### src/rtl/ccff_bitstream_loader.sv
// Serializes host bytes MSB-first onto the configuration chain head and captures the tail as readback.
// Each word costs 1 accept cycle plus one cycle per shifted bit; all outputs are registered.
// data_ready is held only in LOAD; the host may stall indefinitely there without any shift pulses.
module ccff_bitstream_loader #(
    parameter int unsigned CHAIN_LEN = 64,
    parameter int unsigned BYTE_W    = 8,
    parameter int unsigned CNT_W     = 16
) (
    input  logic              prog_clk,
    input  logic              pReset_n,
    input  logic              start,
    input  logic              abort,
    input  logic [BYTE_W-1:0] data_in,
    input  logic              data_valid,
    output logic              data_ready,
    output logic              ccff_head,
    output logic              ccff_shift_en,
    input  logic              ccff_tail,
    output logic              readback_bit,
    output logic              readback_valid,
    output logic              busy,
    output logic              done,
    output logic [CNT_W-1:0]  bit_count
);

    localparam int unsigned NB_W = $clog2(BYTE_W + 1);

    typedef enum logic [1:0] {IDLE, LOAD, SHIFT, DONE} state_t;

    state_t            state_q, state_d;
    logic [BYTE_W-1:0] sreg_q, sreg_d;
    logic [NB_W-1:0]   nbits_q, nbits_d;
    logic [CNT_W-1:0]  cnt_q, cnt_d;
    logic              head_q, head_d;
    logic              shift_en_q, shift_en_d;
    logic              rb_bit_q, rb_bit_d;
    logic              rb_vld_q, rb_vld_d;
    logic              busy_q, busy_d;
    logic              done_q, done_d;
    logic              ready_q, ready_d;
    logic [CNT_W-1:0]  remaining;

    assign remaining = CNT_W'(CHAIN_LEN) - cnt_q;

    always_comb begin
        state_d    = state_q;
        sreg_d     = sreg_q;
        nbits_d    = nbits_q;
        cnt_d      = cnt_q;
        head_d     = head_q;
        shift_en_d = 1'b0;
        busy_d     = busy_q;
        done_d     = done_q;
        ready_d    = ready_q;
        // The tail is sampled on the same edge the chain shifts, so it is the old tail bit.
        rb_vld_d   = shift_en_q;
        rb_bit_d   = shift_en_q ? ccff_tail : rb_bit_q;

        case (state_q)
            IDLE, DONE: begin
                if (start) begin
                    state_d = LOAD;
                    cnt_d   = '0;
                    done_d  = 1'b0;
                    busy_d  = 1'b1;
                    ready_d = 1'b1;
                end
            end
            LOAD: begin
                if (abort) begin
                    state_d = IDLE;
                    busy_d  = 1'b0;
                    ready_d = 1'b0;
                end else if (data_valid && ready_q) begin
                    state_d = SHIFT;
                    sreg_d  = data_in;
                    ready_d = 1'b0;
                    nbits_d = (remaining < CNT_W'(BYTE_W)) ? NB_W'(remaining) : NB_W'(BYTE_W);
                end
            end
            SHIFT: begin
                if (abort) begin
                    state_d = IDLE;
                    busy_d  = 1'b0;
                    ready_d = 1'b0;
                end else begin
                    head_d     = sreg_q[BYTE_W-1];
                    shift_en_d = 1'b1;
                    sreg_d     = sreg_q << 1;
                    nbits_d    = nbits_q - NB_W'(1);
                    if (cnt_q != CNT_W'(CHAIN_LEN)) begin
                        cnt_d = cnt_q + CNT_W'(1);
                    end
                    if (nbits_q == NB_W'(1)) begin
                        if (cnt_q + CNT_W'(1) == CNT_W'(CHAIN_LEN)) begin
                            state_d = DONE;
                            done_d  = 1'b1;
                            busy_d  = 1'b0;
                        end else begin
                            state_d = LOAD;
                            ready_d = 1'b1;
                        end
                    end
                end
            end
            default: state_d = IDLE;
        endcase
    end

    always_ff @(posedge prog_clk or negedge pReset_n) begin
        if (!pReset_n) begin
            state_q    <= IDLE;
            sreg_q     <= '0;
            nbits_q    <= '0;
            cnt_q      <= '0;
            head_q     <= 1'b0;
            shift_en_q <= 1'b0;
            rb_bit_q   <= 1'b0;
            rb_vld_q   <= 1'b0;
            busy_q     <= 1'b0;
            done_q     <= 1'b0;
            ready_q    <= 1'b0;
        end else begin
            state_q    <= state_d;
            sreg_q     <= sreg_d;
            nbits_q    <= nbits_d;
            cnt_q      <= cnt_d;
            head_q     <= head_d;
            shift_en_q <= shift_en_d;
            rb_bit_q   <= rb_bit_d;
            rb_vld_q   <= rb_vld_d;
            busy_q     <= busy_d;
            done_q     <= done_d;
            ready_q    <= ready_d;
        end
    end

    assign data_ready     = ready_q;
    assign ccff_head      = head_q;
    assign ccff_shift_en  = shift_en_q;
    assign readback_bit   = rb_bit_q;
    assign readback_valid = rb_vld_q;
    assign busy           = busy_q;
    assign done           = done_q;
    assign bit_count      = cnt_q;

endmodule
### config.mk
export PLATFORM = sky130hd
export DESIGN_NAME = ccff_bitstream_loader
export DESIGN_NICKNAME = d
export VERILOG_FILES = /design/src/rtl/ccff_bitstream_loader.sv
export SDC_FILE = /design/constraint.sdc
export NUM_CORES = 1
export LEC_CHECK = 0
export BUFFER_PORTS_ARGS = -buffer_cell sky130_fd_sc_hd__clkbuf_2
export CORE_ASPECT_RATIO = 1.4
export CORE_UTILIZATION = 45
export DETAILED_ROUTE_END_ITERATION = 10
export PLACE_DENSITY = 0.76
export SLEW_MARGIN = 15
export SYNTH_ARGS = -nofsm -noshare
export SYNTH_HDL_FRONTEND = slang
export SYNTH_SLANG_ARGS = --single-unit
### constraint.sdc
create_clock -name prog_clk -period 2.55 [get_ports prog_clk]
set_input_delay 0 -clock prog_clk [delete_from_list [all_inputs] [get_ports prog_clk]]
set_output_delay 0 -clock prog_clk [all_outputs]
set_load 0.05 [all_outputs]
==> flow_summary_export.csv, run 1 <==
group,metric,value,unit
setup_path,worst_r2r_endpoint,"state_q[1]$_DFFE_PN0P_",
timing,hold_viol,1,
timing,slew_viol_final,0,
clocking,cts_inserted_buffers,5,
floorplan,core_area,5240,sq um
setup_path,reg2reg_slack,120,ps
power_and_ir_drop,pwr-share-seq,0.330,
placement,place_hpwl,4.12,mm
detailed_routing,drtAntennaViolNets,0,
status,violations,"hold timing",
cells_and_area,syn2layout_area_growth,17.1,%
run,maxCapViolations,0,
detailed_routing,num_vias,2243,
timing,max_freq,412,MHz
yosys,yosysTopAreaCell,"dfrtp_1",
yosys,seq_area_frac_synth,0.372,
floorplan,die_w,64.9,um
cells_and_area,antenna_cells,0,
cells_and_area,nets,343,
power_and_ir_drop,p_leak,1.29,nW
power_and_ir_drop,comb_power_share,0.424,
timing,relSlewSlack,0.387,
timing,finalClockSkew,5.60,ps
setup_path,critPathRequiredTime,2750,ps
hold_path,hold_path_depth,3,
detailed_routing,wl_met2,3.00,mm
power_and_ir_drop,power_density,865,nW/um^2
global_route,track_usage,0.214,
power_and_ir_drop,switching_power,0.000985,W
placement,dpl-instance-area,2710,sq um
cells_and_area,fin_area,2920,sq um
hold_path,hp-class,"in -> reg",
yosys,ys_async_sr_fraction,1.00,
yosys,synth_edf_count,0,
yosys,ys_warn_count,0,
detailed_routing,wl_met3,251,um
clocking,cts_tree,"yes",
cells_and_area,drive_gt1_frac,0.265,
floorplan,io_pins,37,
power_and_ir_drop,vdd_drop_max,319,uV
floorplan,rows,31,
detailed_routing,wl_met1,2.53,mm
setup_path,r2r_start,"bit_count[0]$_DFFE_PN0P_",
hold_path,hold_start,"data_in[2]",
detailed_routing,wl_per_cell,15.1,um
setup_path,end_kind,"flip-flop",
clocking,clk_latency,290,ps
timing,holdWs,-0.259,ps
placement,place.port_buffers,36,
global_route,gr-total-overflow,0,
cells_and_area,fin_util,0.557,
clocking,clock_path_buffers,2,
yosys,synth_top_area_share,0.372,
clocking,cts.htree.levels,2,
detailed_routing,post_drt_via_cell_ratio,5.75,
timing,rsz0062_at_grt,"no",
clocking,cts.sink_count,37,
detailed_routing,drt_iter0_drc,145,
floorplan,initial_core_util,0.476,
hold_path,hold_path_end,"sreg_q[2]$_DFFE_PN0P_",
clocking,cts-root-buf,"clkbuf_8",
setup_path,critical_path.max_fanout,10,
timing,setup_viol_count_final,0,
status,status,"finished with violations",
detailed_routing,remaining_drc_errors,0,
timing,worst_pin_slew,920,ps
power_and_ir_drop,total_power,0.00252,W
yosys,synth-seq-cells,37,
yosys,synth_cell_types,57,
yosys,netlist_area,2490,sq um
setup_path,r2r_cells,7,
power_and_ir_drop,internal_power,0.00154,W
clocking,cts_setup_buffers,0,
floorplan,die-area,5840,sq um
power_and_ir_drop,power.share.clock,0.246,
detailed_routing,routed_wl,5.87,mm
clocking,cts.clk_slew.worst_paths,80,ps
yosys,synth_top_cells_by_area,"dfrtp_1, o21ai_0, nand2_1",
yosys,synth_flop_cell,"dfrtp_1",
detailed_routing,firstDrtPassIters,4,
timing,finalCritPeriodShare,0.952,
yosys,synth_nets,300,
setup_path,cp.arrival,2630,ps
global_route,grt_pass1_wl,9.99,mm
setup_path,worstSetupStartpoint,"bit_count[0]$_DFFE_PN0P_",
power_and_ir_drop,sw_frac_of_total,0.391,
timing,fin_setup_tns,0,ps
setup_path,startpoint_type,"flip-flop",
placement,gp_congestion,0.868,
global_route,grt_pass1_vias,2155,
timing,finalCriticalPeriod,2430,ps
floorplan,chipHeight,90.0,um
setup_path,setup.worst_path.class,"reg -> reg",
detailed_routing,highest_layer,"met4",
global_route,grt_start_max_net_pins,38,
global_route,antenna_found_initial,0,
yosys,syn-instance-count,280,
yosys,synth_area_per_cell,8.89,sq um
-- state kept, by name (all words and copies together), names as in the netlist, 2 cells and up --
name / count
bit_count: 16
sreg_q: 8
nbits_q: 4
state_q: 2
-- cells by family (layout without fill, tap and decap cells) --
logic type | count (synthesis) | in the layout | share of synthesized area
simple gates | 112 | 112 | 0.239
compound gates | 79 | 79 | 0.220
flops | 37 | 37 | 0.372
buf+inv | 31 | 75 | 0.0814
mux | 9 | 9 | 0.0372
fa+ha+maj | 6 | 6 | 0.0301
xor+xnor | 6 | 6 | 0.0211
-- layout by cell type (no fill, tap or decap), drive strengths merged, types with 3 or more instances in the layout --
master / synthesis / final
nor2: 19 / 19
a21o: 4 / 4
and2: 4 / 4
o21ai: 22 / 22
nand2: 27 / 27
nand4: 5 / 5
ha: 6 / 6
clkbuf: 5 / 41
nor4: 7 / 7
mux2i: 7 / 7
a31o: 3 / 3
o31ai: 10 / 10
nand3: 13 / 13
dfrtp: 37 / 37
a31oi: 6 / 6
or3: 8 / 8
nand2b: 5 / 5
xor2: 4 / 4
nand3b: 3 / 3
a21oi: 16 / 16
dlygate4sd3: 0 / 4
nor2b: 4 / 4
or4: 3 / 3
nor3: 10 / 10
buf: 15 / 16
inv: 10 / 11
-- metal layers --
layer | track usage | vias up
met5 | 0 | -
met4 | 0.0852 | 0
met3 | 0.0305 | 9
met2 | 0.361 | 66
met1 | 0.269 | 1063
li1 | - | 1105
-- power by group through the flow --
stage	Sequential (W)	Combinational (W)	Clock, W
after floorplan	0.000960	0.000661	0
after global placement	0.000836	0.00103	0
after detailed placement	0.000843	0.00105	0
after CTS	0.000832	0.00107	0.000630
after global routing	0.000854	0.00119	0.000661
final	0.000832	0.00107	0.000620
-- worst max-delay path, stage by stage, from the launching register on --
cell and delay (ps):
dfrtp_1 500, nand3_1 240, buf_4 230, nor4_2 370, nand4_1 150, a22o_1 270
or3_1 370, a21oi_1 200
-- final cells by class --
cell class / instances / area, sq um
Multi-Input combinational cell: 212 / 1380
Inverter: 11 / 41.3
Timing Repair Buffer: 56 / 340
Clock buffer: 5 / 68.8
Fill cell: 488 / 2320
Tap cell: 66 / 82.6
Clock inverter: 3 / 68.8
Sequential cell: 37 / 932
-- synthesized netlist by cell type, drive strengths merged (2+ instances only) --
| cell | count |
|---|---|
| a211o | 2 |
| a21o | 4 |
| a21oi | 16 |
| a2bb2oi | 2 |
| a31o | 3 |
| a31oi | 6 |
| and2 | 4 |
| and3 | 2 |
| buf | 15 |
| clkbuf | 5 |
| dfrtp | 37 |
| ha | 6 |
| inv | 10 |
| mux2 | 2 |
| mux2i | 7 |
| nand2 | 27 |
| nand2b | 5 |
| nand3 | 13 |
| nand3b | 3 |
| nand4 | 5 |
| nor2 | 19 |
| nor2b | 4 |
| nor3 | 10 |
| nor4 | 7 |
| o21ai | 22 |
| o31ai | 10 |
| o41ai | 2 |
| or3 | 8 |
| or4 | 3 |
| xnor2 | 2 |
| xor2 | 4 |
-- how the worst max path moves through the flow --
stage | end | slack, ps
2_1_floorplan | state_q[1]$_DFFE_PN0P_ | 3
3_3_place_gp | nbits_q[0]$_DFFE_PN0P_ | 210
3_5_place_dp | state_q[1]$_DFFE_PN0P_ | 160
4_1_cts | state_q[1]$_DFFE_PN0P_ | 70
5_1_grt | state_q[1]$_DFFE_PN0P_ | 6
6_report | state_q[1]$_DFFE_PN0P_ | 120
-- timing repair --
item                                    in CTS  in global routing
endpoints found under the setup margin       0                  2
hold endpoints to repair                    40                  0
gates resized for setup                      0                  7
hold buffers                                 4                  0
-- stage by stage --
step,worst slack (ps),std cells
final,123,390
after global routing,6.09,390
after CTS,71.4,390
after detailed placement,159,378
after global placement,210,378
after floorplan,2.88,280
(Power assumes the default switching activity.)
==> inputs of run 2 (changes only) <==
--- a/config.mk
+++ b/config.mk
@@ -7,9 +7,11 @@
 export LEC_CHECK = 0
 export BUFFER_PORTS_ARGS = -buffer_cell sky130_fd_sc_hd__clkbuf_2
 export CORE_ASPECT_RATIO = 1.4
-export CORE_UTILIZATION = 45
+export CORE_UTILIZATION = 55
+export CTS_BUF_LIST = sky130_fd_sc_hd__clkbuf_4
 export DETAILED_ROUTE_END_ITERATION = 10
-export PLACE_DENSITY = 0.76
+export HOLD_SLACK_MARGIN = 0.1
+export PLACE_DENSITY = 0.88
 export SLEW_MARGIN = 15
 export SYNTH_ARGS = -nofsm -noshare
 export SYNTH_HDL_FRONTEND = slang
==> run 2 against run 1 <==
  * The flow now finishes without violations
  * Non-clock buffer count rose by 6
  * Clock skew fell by 1.4 ps
  * Critical path depth fell by 1
  * Combinational power barely moved
  * Register-to-register slack got worse by 50 ps
  * Largest power group unchanged
  * Via count rose by 7.7%
  * Flip-flop and latch count did not move
  * Sequential power rose by 0.7%
  * Cell count did not move
  * Wire length rose by 10%
  * First-iteration DRC count rose by 20%
==> flow_summary_export.csv, run 2 (synthesized netlist as in run 1, its figures left out) <==
group,metric,value,unit
status,status,"complete, no violations",
power_and_ir_drop,vdd_drop_max,247,uV
setup_path,critPathRequiredTime,2840,ps
setup_path,critical-path-slowest-cell,"dfrtp_1",
detailed_routing,num_vias,2415,
clocking,cts.htree.levels,2,
floorplan,initial_core_util,0.583,
timing,setup_slack,73.0,ps
power_and_ir_drop,comb_power_share,0.482,
setup_path,r2r_cells,6,
placement,gp_congestion,0.939,
cells_and_area,syn2layout_area_growth,15.3,%
timing,setup_viol_count_final,0,
timing,holdWs,99.9,ps
clocking,clk_latency,350,ps
setup_path,cp_top_family,"simple AND/OR/NAND/NOR gates",
detailed_routing,drtAntennaViolNets,0,
timing,slew_viol_final,0,
timing,fin_setup_tns,0,ps
floorplan,io_pins,37,
power_and_ir_drop,power.share.clock,0.143,
floorplan,rows,28,
hold_path,hp-class,"in -> reg",
setup_path,cp.arrival,2770,ps
detailed_routing,firstDrtPassIters,4,
global_route,grt_pass1_vias,2333,
clocking,cts-root-buf,"clkbuf_4",
floorplan,chipHeight,81.6,um
setup_path,worst_r2r_endpoint,"state_q[1]$_DFFE_PN0P_",
detailed_routing,drt_iter0_drc,174,
setup_path,path_buf_inv,0,
power_and_ir_drop,switching_power,0.000986,W
clocking,clock_path_buffers,2,
clocking,cts_tree,"yes",
timing,relSlewSlack,0.379,
global_route,gr-total-overflow,0,
cells_and_area,fillers,342,
clocking,cts_inserted_buffers,5,
cells_and_area,largest_register_ffs,16,
power_and_ir_drop,power_density,779,nW/um^2
setup_path,startpoint_type,"flip-flop",
setup_path,cp_slowest_stage_delay,610,ps
setup_path,r2r_start,"bit_count[9]$_DFFE_PN0P_",
power_and_ir_drop,sw_frac_of_total,0.441,
detailed_routing,wl_per_cell,16.6,um
cells_and_area,final_cell_mix,"clkbuf_2, dfrtp_1, nand2_1",
setup_path,critical_path.max_fanout,12,
cells_and_area,mostFrequentLayoutCell,"clkbuf_2",
floorplan,die-area,4800,sq um
clocking,cts.clk_slew.worst_paths,120,ps
clocking,cts_setup_buffers,0,
cells_and_area,nets,349,
cells_and_area,drive_gt1_frac,0.239,
clocking,cts.sink_count,37,
floorplan,core_area,4270,sq um
timing,finalClockSkew,4.25,ps
hold_path,hold_start,"abort",
timing,finalCritPeriodShare,0.971,
detailed_routing,routed_wl,6.48,mm
placement,place.port_buffers,36,
power_and_ir_drop,p_leak,1.29,nW
timing,finalCriticalPeriod,2480,ps
global_route,grt_start_max_net_pins,38,
global_route,track_usage,0.283,
timing,hold_viol,0,
timing,max_freq,404,MHz
global_route,antenna_found_initial,0,
detailed_routing,post_drt_via_cell_ratio,6.19,
detailed_routing,remaining_drc_errors,0,
power_and_ir_drop,pwr-share-seq,0.375,
timing,worst_pin_slew,932,ps
floorplan,die_w,58.9,um
cells_and_area,antenna_cells,0,
placement,place_hpwl,4.38,mm
setup_path,end_kind,"flip-flop",
power_and_ir_drop,internal_power,0.00125,W
run,maxCapViolations,0,
hold_path,hold_path_end,"ccff_head$_DFFE_PN0P_",
global_route,grt_pass1_wl,10.3,mm
hold_path,hold_path_depth,4,
setup_path,reg2reg_slack,70,ps
setup_path,setup.worst_path.class,"reg -> reg",
placement,post-place-ws,113,ps
cells_and_area,fin_util,0.672,
cells_and_area,stdcell_count,390,
setup_path,cp_cell_sequence,"nand4_1 -> nor4_2 -> xor2_1 -> or4_4 -> or3_1 -> a21oi_1",
placement,dpl.cell_count,371,
[run 2: cell count changes in the layout (fill, tap and decap cells not counted), sizes merged]
cell | before | now
bufinv | 2 | 0
dlygate4sd3 | 4 | 11
clkinv | 1 | 3
clkinvlp | 0 | 1
inv | 11 | 10
buf | 16 | 15
[run 2: final cells by class]
| class | instances | area [sq um] | area share |
|---|---|---|---|
| tap | 60 | 75.1 | 0.0262 |
| multi-input combinational | 212 | 1370 | 0.476 |
| sequential | 37 | 928 | 0.323 |
| clock inverter | 3 | 17.5 | 0.00610 |
| clock buffer | 5 | 37.5 | 0.0131 |
| timing repair buffer | 62 | 403 | 0.140 |
| inverter | 11 | 41.3 | 0.0144 |
[run 2: tightest hold or removal path, stage by stage]
cell and delay, ps:
clkbuf_2 110, nand2b_1 190, nand2_1 70, nand2_1 60
[run 2: routing by layer]
layer | wire (um) | vias to the layer above | track usage
met3 | 368 | 27 | 0.0551
li1 | - | 1121 | -
met4 | 243 | 0 | 0.152
met5 | 0 | - | 0
met2 | 3360 | 108 | 0.505
met1 | 2510 | 1159 | 0.313
[run 2: worst max path at each step]
stage                     slack (ps)  cells past startpoint                 startpoint                endpoint
after floorplan                    3                      7   bit_count[3]$_DFFE_PN0P_  state_q[1]$_DFFE_PN0P_
after global placement           190                      6  bit_count[10]$_DFFE_PN0P_  state_q[1]$_DFFE_PN0P_
after detailed placement         110                      6  bit_count[10]$_DFFE_PN0P_  state_q[1]$_DFFE_PN0P_
after CTS                         90                      6   bit_count[9]$_DFFE_PN0P_  state_q[1]$_DFFE_PN0P_
after global routing             -30                      6   bit_count[9]$_DFFE_PN0P_  state_q[1]$_DFFE_PN0P_
final                             70                      6   bit_count[9]$_DFFE_PN0P_  state_q[1]$_DFFE_PN0P_
[run 2: power groups by stage]
stage	Clock, W	Combinational, W	Sequential, W
floorplan	0	0.000661	0.000960
CTS	0.000326	0.00107	0.000834
global route	0.000351	0.00119	0.000857
detailed placement	0	0.00105	0.000847
finish	0.000320	0.00108	0.000838
global placement	0	0.00102	0.000838
[run 2: per-stage QoR]
stage	power, W	instance area, sq um
after global placement	0.00186	2700
final	0.00224	2870
after global routing	0.00240	2870
after CTS	0.00223	2860
after floorplan	0.00162	2490
after detailed placement	0.00190	2700
[run 2: what timing repair did]
item                                   CTS  global route
setup endpoints to repair                0             4
resized for setup                        0             1
hold buffers                            11             0
endpoints found under the hold margin   47             0
